==> config.mk <==
export PLATFORM = sky130hd
export DESIGN_NAME = button_conditioner
export DESIGN_NICKNAME = d
export VERILOG_FILES = /design/src/rtl/btn_pkg.sv /design/src/rtl/sync_2ff.sv /design/src/rtl/button_conditioner.sv
export SDC_FILE = /design/constraint.sdc
export NUM_CORES = 1
export LEC_CHECK = 0
export BUFFER_PORTS_ARGS = -buffer_cell sky130_fd_sc_hd__buf_2
export CAP_MARGIN = 20
export CORE_AREA = 2 2 79 81
export DETAILED_ROUTE_END_ITERATION = 12
export DIE_AREA = 0 0 81 83
export PLACE_DENSITY_LB_ADDON = 0.15
export SLEW_MARGIN = 5
export SYNTH_ARGS = -nofsm -noshare
export SYNTH_HDL_FRONTEND = slang
export SYNTH_SLANG_ARGS = --single-unit
export TNS_END_PERCENT = 10
==> constraint.sdc <==
create_clock -name clk -period 4 [get_ports clk]
set_input_delay 0.8 -clock clk [delete_from_list [all_inputs] [get_ports clk]]
set_output_delay 0.8 -clock clk [all_outputs]
set_load 0.005 [all_outputs]
==> src/rtl/btn_pkg.sv <==
`timescale 1ns/1ps
`default_nettype none
// ============================================================================
// Module   : btn_pkg
// Purpose  : Shared state encodings and simulation defaults for the
//            push-button conditioning path.
// Revision : 1.0 - initial release
// ============================================================================
package btn_pkg;

  // Debounce FSM state encodings
  localparam logic [1:0] ST_IDLE         = 2'd0;
  localparam logic [1:0] ST_PRESS_WAIT   = 2'd1;
  localparam logic [1:0] ST_PRESSED      = 2'd2;
  localparam logic [1:0] ST_RELEASE_WAIT = 2'd3;

  // Short timing values that keep simulation runs small
  localparam int SIM_DEBOUNCE = 4;
  localparam int SIM_HOLD     = 20;

endpackage
`default_nettype wire

==> src/rtl/sync_2ff.sv <==
`timescale 1ns/1ps
`default_nettype none
// ============================================================================
// Module   : sync_2ff
// Purpose  : 1-bit two-flop synchronizer for asynchronous board inputs.
//            Asynchronous active-low reset clears both stages to 0.
// Revision : 1.0 - initial release
// ============================================================================
module sync_2ff (
  input  logic clk,
  input  logic reset,
  input  logic d,
  output logic q
);

  logic s1;

  // Two back-to-back flops; only q is safe to use in the clk domain
  always_ff @(posedge clk or negedge reset) begin
    if (!reset) begin
      s1 <= 1'b0;
      q  <= 1'b0;
    end else begin
      s1 <= d;
      q  <= s1;
    end
  end

endmodule
`default_nettype wire

==> src/rtl/button_conditioner.sv <==
`timescale 1ns/1ps
`default_nettype none
// ============================================================================
// Module   : button_conditioner
// Purpose  : Synchronizes and debounces one raw push-button pin, producing a
//            clean level, one-cycle press/release strobes and a long-press
//            (hold) strobe plus a hold-active flag.
// Revision : 1.0 - initial release
// ============================================================================
module button_conditioner
  import btn_pkg::*;
#(
  parameter int DEBOUNCE_CYCLES = 1000000,
  parameter int HOLD_CYCLES     = 50000000,
  parameter int CNT_W           = 26
) (
  input  logic clk,
  input  logic reset,
  input  logic btn_in,
  output logic btn_level,
  output logic press_pulse,
  output logic release_pulse,
  output logic hold_pulse,
  output logic hold_active
);

  localparam logic [CNT_W-1:0] CNT_ONE  = CNT_W'(1);
  localparam logic [CNT_W-1:0] DEB_LAST = CNT_W'(DEBOUNCE_CYCLES - 1);
  // hold_cnt reaches HOLD_CYCLES-1 on the same edge that fires hold_pulse,
  // so the trigger compares against the value one below that.
  localparam logic [CNT_W-1:0] HOLD_HIT = CNT_W'(HOLD_CYCLES - 2);

  logic             s2;
  logic [1:0]       state;
  logic [1:0]       state_next;
  logic [CNT_W-1:0] deb_cnt;
  logic [CNT_W-1:0] deb_cnt_next;
  logic [CNT_W-1:0] hold_cnt;
  logic [CNT_W-1:0] hold_cnt_next;
  logic             press_accept;
  logic             release_accept;
  logic             hold_hit;

  sync_2ff u_sync (
    .clk   (clk),
    .reset (reset),
    .d     (btn_in),
    .q     (s2)
  );

  // State register
  always_ff @(posedge clk or negedge reset) begin
    if (!reset) begin
      state <= ST_IDLE;
    end else begin
      state <= state_next;
    end
  end

  // Next-state logic and acceptance events
  always_comb begin
    state_next     = state;
    press_accept   = 1'b0;
    release_accept = 1'b0;
    case (state)
      ST_IDLE: begin
        if (s2) state_next = ST_PRESS_WAIT;
      end
      ST_PRESS_WAIT: begin
        if (!s2) begin
          state_next = ST_IDLE;
        end else if (deb_cnt == DEB_LAST) begin
          state_next   = ST_PRESSED;
          press_accept = 1'b1;
        end
      end
      ST_PRESSED: begin
        if (!s2) state_next = ST_RELEASE_WAIT;
      end
      ST_RELEASE_WAIT: begin
        if (s2) begin
          state_next = ST_PRESSED;
        end else if (deb_cnt == DEB_LAST) begin
          state_next     = ST_IDLE;
          release_accept = 1'b1;
        end
      end
      default: state_next = ST_IDLE;
    endcase
  end

  // Counter next values and hold trigger; hold time only accrues in PRESSED
  always_comb begin
    hold_hit = (state == ST_PRESSED) && !hold_active && (hold_cnt == HOLD_HIT);

    if (state_next != state) begin
      deb_cnt_next = '0;
    end else if ((state == ST_PRESS_WAIT) || (state == ST_RELEASE_WAIT)) begin
      deb_cnt_next = deb_cnt + CNT_ONE;
    end else begin
      deb_cnt_next = deb_cnt;
    end

    if (press_accept) begin
      hold_cnt_next = '0;
    end else if ((state == ST_PRESSED) && !hold_active) begin
      hold_cnt_next = hold_cnt + CNT_ONE;
    end else begin
      hold_cnt_next = hold_cnt;
    end
  end

  // Registered counters and outputs
  always_ff @(posedge clk or negedge reset) begin
    if (!reset) begin
      deb_cnt       <= '0;
      hold_cnt      <= '0;
      btn_level     <= 1'b0;
      press_pulse   <= 1'b0;
      release_pulse <= 1'b0;
      hold_pulse    <= 1'b0;
      hold_active   <= 1'b0;
    end else begin
      deb_cnt       <= deb_cnt_next;
      hold_cnt      <= hold_cnt_next;
      press_pulse   <= press_accept;
      release_pulse <= release_accept;
      hold_pulse    <= hold_hit;
      if (press_accept) begin
        btn_level <= 1'b1;
      end else if (release_accept) begin
        btn_level <= 1'b0;
      end
      if (hold_hit) begin
        hold_active <= 1'b1;
      end else if (release_accept) begin
        hold_active <= 1'b0;
      end
    end
  end

endmodule
`default_nettype wire
Word level (Yosys, flattened, before mapping)
Cells that the tools add are included.

cells by class
  add/sub/neg operators = 2
  equality and inequality tests = 6
  muxes and demuxes = 19
  reductions and logical operators = 9

operators with widths
  kind                                             count
  2-to-1 mux 26 bit                                4
  adder 26 x 1 -> 26 bit, second input constant    2
  == test 26 x 20 -> 1 bit, second input constant  1
  == test 26 bit, second input constant            1
  2-to-1 mux 2 bit                                 6
  2-to-1 mux 1 bit                                 8
  case mux 2 bit (4 select lines)                  1
  nonzero test 2 bit                               4
  == test 2 bit, second input constant             2
  == test 2 x 1 -> 1 bit, second input constant    1
  logical AND 1 bit                                2
  logical NOT 2 bit                                1
  inequality test 2 bit                            1
  logical NOT 1 bit                                1
  logical OR 1 bit                                 1

word-level totals
  register bits after elaboration = 61
  bits of input ports = 3
  output and inout bits = 5
  word-level logic and storage cells = 46

Longest topological paths before layout
  depth in word-level cells = 6
  depth in mapped cells = 9
  depth with buffers taken out = 8

Modules after synthesis
A second synthesis with hierarchy kept.

unflattened totals
  cells, all modules = 312
  area, all modules = 3051.7 µm²

by module, submodules not included
  module              instances  cells each  area each (µm²)
  button_conditioner  1          310         3001.6
  sync_2ff            1          2           50.0

Worst setup path before layout
Ideal clock, no wire load.

  path type = reg-to-reg
  start = reg deb_cnt[0]
  end = reg deb_cnt[23]
  setup time = 119 ps
  data arrival time = 1943 ps
  data required time = 3881 ps
  path slack = 1938 ps
  cell stages (with the launch flop) = 10
  path buffers = 1
  clock period less this slack = 2062 ps
  cell sequence = dfrtp_1 -> ha_1 -> nand4_1 -> or2_4 -> or3_4 -> nand2_4 -> inv_2 -> a21oi_4 -> buf_6 -> nor2_1

on the way
  longest elaborated chain between the ends = 6
  elaborated cells on any way between the ends = 11
  classes of those cells = add/sub: 1; eq/ne: 2; mux: 7; reduce/logical: 1

RTL lines
  item                                                     line                                                source
  start: declaration                                       button_conditioner.sv:36                            logic [CNT_W-1:0] deb_cnt;
  start signal: assignment                                 button_conditioner.sv:124                           deb_cnt <= deb_cnt_next;
  == test 26 x 20 -> 1 bit (*)                             button_conditioner.sv:72, button_conditioner.sv:83
  2-to-1 mux 2 bit (on tied branches)                      button_conditioner.sv:83, button_conditioner.sv:72
  2-to-1 mux 2 bit (on tied branches)                      button_conditioner.sv:81, button_conditioner.sv:70
  case mux 2 bit (4 select lines) (*)                      button_conditioner.sv:65                            case (state)
  via state_next[0]                                        button_conditioner.sv:35                            logic [1:0] state_next;
  inequality test 2 bit (*)                                button_conditioner.sv:96                            if (state_next != state) begin
  2-to-1 mux 26 bit or nonzero test 2 bit (tied branches)  -

The timed path passes the listed nets; every way through them passes the cells marked *. The select of a mux whose other input is x is not followed.
A chain may end at the register's enable or synchronous reset.

Final worst setup path
  start = reg state[0]
  end = reg deb_cnt[16]

on the way
  longest elaborated chain between the ends = 5
  elaborated cells on any way between the ends = 15
  classes of those cells = eq/ne: 4; mux: 8; reduce/logical: 3

RTL lines
  item                                                     line                                                source
  start: declaration                                       button_conditioner.sv:34                            logic [1:0] state;
  start signal: assignment                                 button_conditioner.sv:56                            state <= state_next;
  2-to-1 mux 2 bit (on tied branches)                      button_conditioner.sv:83, button_conditioner.sv:72
  2-to-1 mux 2 bit (on tied branches)                      button_conditioner.sv:81, button_conditioner.sv:70
  case mux 2 bit (4 select lines) (*)                      button_conditioner.sv:65
  via state_next[0]                                        button_conditioner.sv:35
  inequality test 2 bit (*)                                button_conditioner.sv:96
  2-to-1 mux 26 bit or nonzero test 2 bit (tied branches)  -

The timed path passes the listed nets; every way through them passes the cells marked *.

==> metrics.md <==
| Metric | Value |
|---|---|
| Outcome | `complete, no violations` |
| Total core area | `roughly 5800 um2` |
| Async S/R FF share, synth | `100%` |
| CTS tree | `built` |
| Setup crit start kind | `flip-flop` |
| Fillers | `around 530` |
| MaxCap Viol Count | `0` |
| Final Wtd Congestion | `roughly 0.9` |
| Worst Path Required | `approximately 4200 ps` |
| DRC violations left | `0` |
| Post-Synth Adder-Cell Area | `roughly 1.2%` |
| Crit share post-route | `about 64%` |
| Seq/Total Area, Yosys | `just under 50%` |
| Leak | `between 0.001 and 0.0015 uW` |
| Placed cell areas | `3230 um2` |
| Final Hold Viols | `0` |
| Initial antenna violation count | `0` |
| Die height | `approximately 83 um` |
| Initial DRC count | `just over 100` |
| Synth Net Count | `between 300 and 400` |
| Io pins | `8` |
| Port Buffers | `7` |
| Footprint of the multi-input gates | `~1500 um2` |
| Final Max Slew Viols | `0` |
| FF+latch area | `between 1500 and 2000 um2` |
| Clk_lat worst skew | `340 ps` |
| N_diodes | `0` |
| RSZ-0062 raised after global routing | `false` |
| H-tree depth | `3` |
| Vias | `~2.3k` |
| Ys Warns | `0` |
| Met2 Wirelength | `around 2900 um` |
| Vias in the first global route | `about 2.3k` |
| Num CTS Buffers | `9` |
| Synth cell count leaders | `61 x dfrtp_1, 55 x nor2_1, 33 x xor2_1, 31 x nand2_1, 21 x nand3_1` |
| Post-Syn Area per Cell | `between 9 and 10 um2` |
| Post-synth EDFFs | `0` |
| WP buf/inv | `1` |
| Net count reported at finish | `around 340` |
| Crit Path Class | `flip-flop to flip-flop` |
| Row count | `28` |
| Layout area overhead | `9.43%` |
| Hold/Removal Path Class | `flip-flop to flip-flop` |
| Mapped Area | `about 3100 um2` |
| Reg2Reg Depth | `7` |
| Layout cell share with drive strength beyond 1 | `~12%` |
| Share of the synthesized area in the top cell type | `between 40% and 50%` |
| Largest net degree at the start of global routing | `29` |
| Simple-gate portion of the synthesized area | `29.9%` |
| Die ar. | `a little under 7000 um2` |
| Finished layout cell area | `3400 um2` |
| Multiplexer share of the synthesized area | `0.363%` |
| Post-DP HPWL | `between 4000 and 5000 um` |
| Final ANT Viol Nets | `0` |
| Total track usage | `20.6%` |
| Post-Synth XOR/XNOR Area | `between 10% and 20%` |
| Crit. path cell count | `7` |
| Post-route clock skew | `about 9.7 ps` |
| CTS Buffer Depth | `2` |
| Power Total | `~1100 uW` |
| Gr ovfl total | `0` |
| # resized after CTS | `0` |
| CP Data Arrival Time | `2770 ps` |
| Crit-path max cell delay | `between 700 and 800 ps` |
| Crit path cell chain | `nand4_1, or2_4, or3_4, nand2_4, inv_2, a21oi_4, nor2_1` |
| DRT met1 WL | `approximately 2900 um` |
| Yosys cell types | `43` |
| Worst path top cell family by delay | `simple AND/OR/NAND/NOR gates` |
| Chip Width | `about 81 um` |
| TritonCTS sink count | `61` |
| Worst setup margin | `roughly 1400 ps` |
| Met3 Routed Length | `roughly 200 um` |
| Post-synth top area cell | `dfrtp_1` |
| CTS root buffer | `clkbuf_8` |
| Rel. slew slack | `between 40% and 50%` |
| Peak supply drop | `between 0.0002 and 0.00025 V` |
| Critical Path Fanout Max | `20` |
| Least-Margin Pin Slew | `about 800 ps` |
| Clock Pin Slew Worst Setup and Hold Paths | `roughly 70 ps` |
| Largest family of logic cells by synthesized area | `simple AND/OR/NAND/NOR gates` |
| Initial Util | `53.4%` |
| Most used DFF post-synth | `dfrtp_1` |
| Setup violators final | `0` |
| Vias per inst | `5.60` |
| Top-count cell post-synth | `dfrtp_1` |
| Post-synthesis register bit count | `between 60 and 70` |
| First-pass GRT wire length | `roughly 11,000 um` |
| Top sig layer | `met4` |
| Synth top area cells | `dfrtp_1 49%, xor2_1 9.3%, nor2_1 6.7%` |
| Worst slack at placement | `approximately 1500 ps` |
| Number of hold buffers added after CTS | `0` |
| Compound-cell area share of the yosys netlist | `3.71%` |
| Synth Instances | `around 320` |
| Peak Freq | `between 0.3 and 0.4 GHz` |
| Final setup TNS | `0 ps` |
| Critical path capture point type | `flip-flop` |
| Slowest cell on crit path | `dfrtp_1` |
| Final WL | `just over 6000 um` |
| Hold Crit Depth | `0` |
| WL per Instance | `around 15 um` |
| Post-CTS Setup Inserts | `0` |
| Fin crit period | `roughly 2600 ps` |
| DRT Pass-1 Iters | `4` |
| Pwr dens | `between 300 and 400 nW/um2` |
-- worst reg2reg max path, stage by stage (launching register included) --
cell and delay (ps):
dfrtp_1 740, nand4_1 300, or2_4 330, or3_4 380
nand2_4 110, inv_2 60, a21oi_4 400, nor2_1 120
-- area by class of cell --
type                            count  share of cell area, %
Tap cell                           75                   2.76
Clock inverter                      2                  0.295
Sequential cell                    61                   44.9
Timing Repair Buffer               12                   2.14
Inverter                            5                  0.552
Multi-Input combinational cell    246                   44.8
Clock buffer                       12                   4.57
-- cell families (layout without fill, tap and decap cells) --
logic type	Yosys count	in the layout
fa+ha+maj	3	3
simple gates	177	177
flops	61	61
mux	1	1
compound gates	18	18
xor+xnor	47	47
buf+inv	15	31
-- final timing paths --
kind	from	slack [ps]	endpoint
max reg2reg	state[0]	1430	deb_cnt[16]
min reg2reg	u_sync.s1	350	u_sync.q
max	state[0]	1430	deb_cnt[16]
min	u_sync.s1	350	u_sync.q
min in group asynchronous	reset	410	hold_cnt[11]
max in group asynchronous	reset	2920	hold_cnt[17]
-- report_power, final --
| part | total, uW | internal, uW | leakage (uW) | switching, uW |
|---|---|---|---|---|
| Combinational | 30.1 | 6.53 | 0.000543 | 23.5 |
| Sequential | 626 | 620 | 0.000844 | 6.27 |
| Clock | 481 | 250 | 0.0000881 | 231 |
-- stage by stage --
| stage | util, % | std cells | hold slack (ps) |
|---|---|---|---|
| global route | 58.4 | 413 | 361 |
| global placement | 55.6 | 399 | 334 |
| floorplan | - | 322 | 331 |
| detailed placement | 55.6 | 399 | 341 |
| finish | 58.4 | 413 | 349 |
| CTS | 58.4 | 413 | 354 |
-- cells in the final DEF, fill, tap and decap left out, types with 2 or more instances in the layout --
cell type  instances
clkinv_2           2
a21oi_1            4
nor3_1             3
nand2b_1           4
nand2_1           31
inv_1              4
o21ai_0            6
buf_2              7
nand3_1           21
nor4b_1            2
o22ai_1            4
and3_1             6
and4_1             5
xnor2_1           14
nor4_1            10
or3_1              2
dfrtp_1           61
nor2_1            55
clkbuf_8          11
xor2_1            33
buf_4              5
and2_1             2
or2_2              3
ha_1               3
nand4_1           20
-- flip-flops by register name (all words and copies together) (netlist names) --
signal         cells
btn_level          1
u_sync.s1          1
deb_cnt           26
release_pulse      1
hold_active        1
state              2
u_sync.q           1
hold_cnt          26
hold_pulse         1
press_pulse        1
-- routing by layer --
metal / vias up / track usage (%)
li1: 1148 / -
met1: 1094 / 26.2
met2: 54 / 32.6
met3: 17 / 3.80
met4: 0 / 11.7
met5: - / 0
Note: power is estimated with default switching activity, not from simulation.
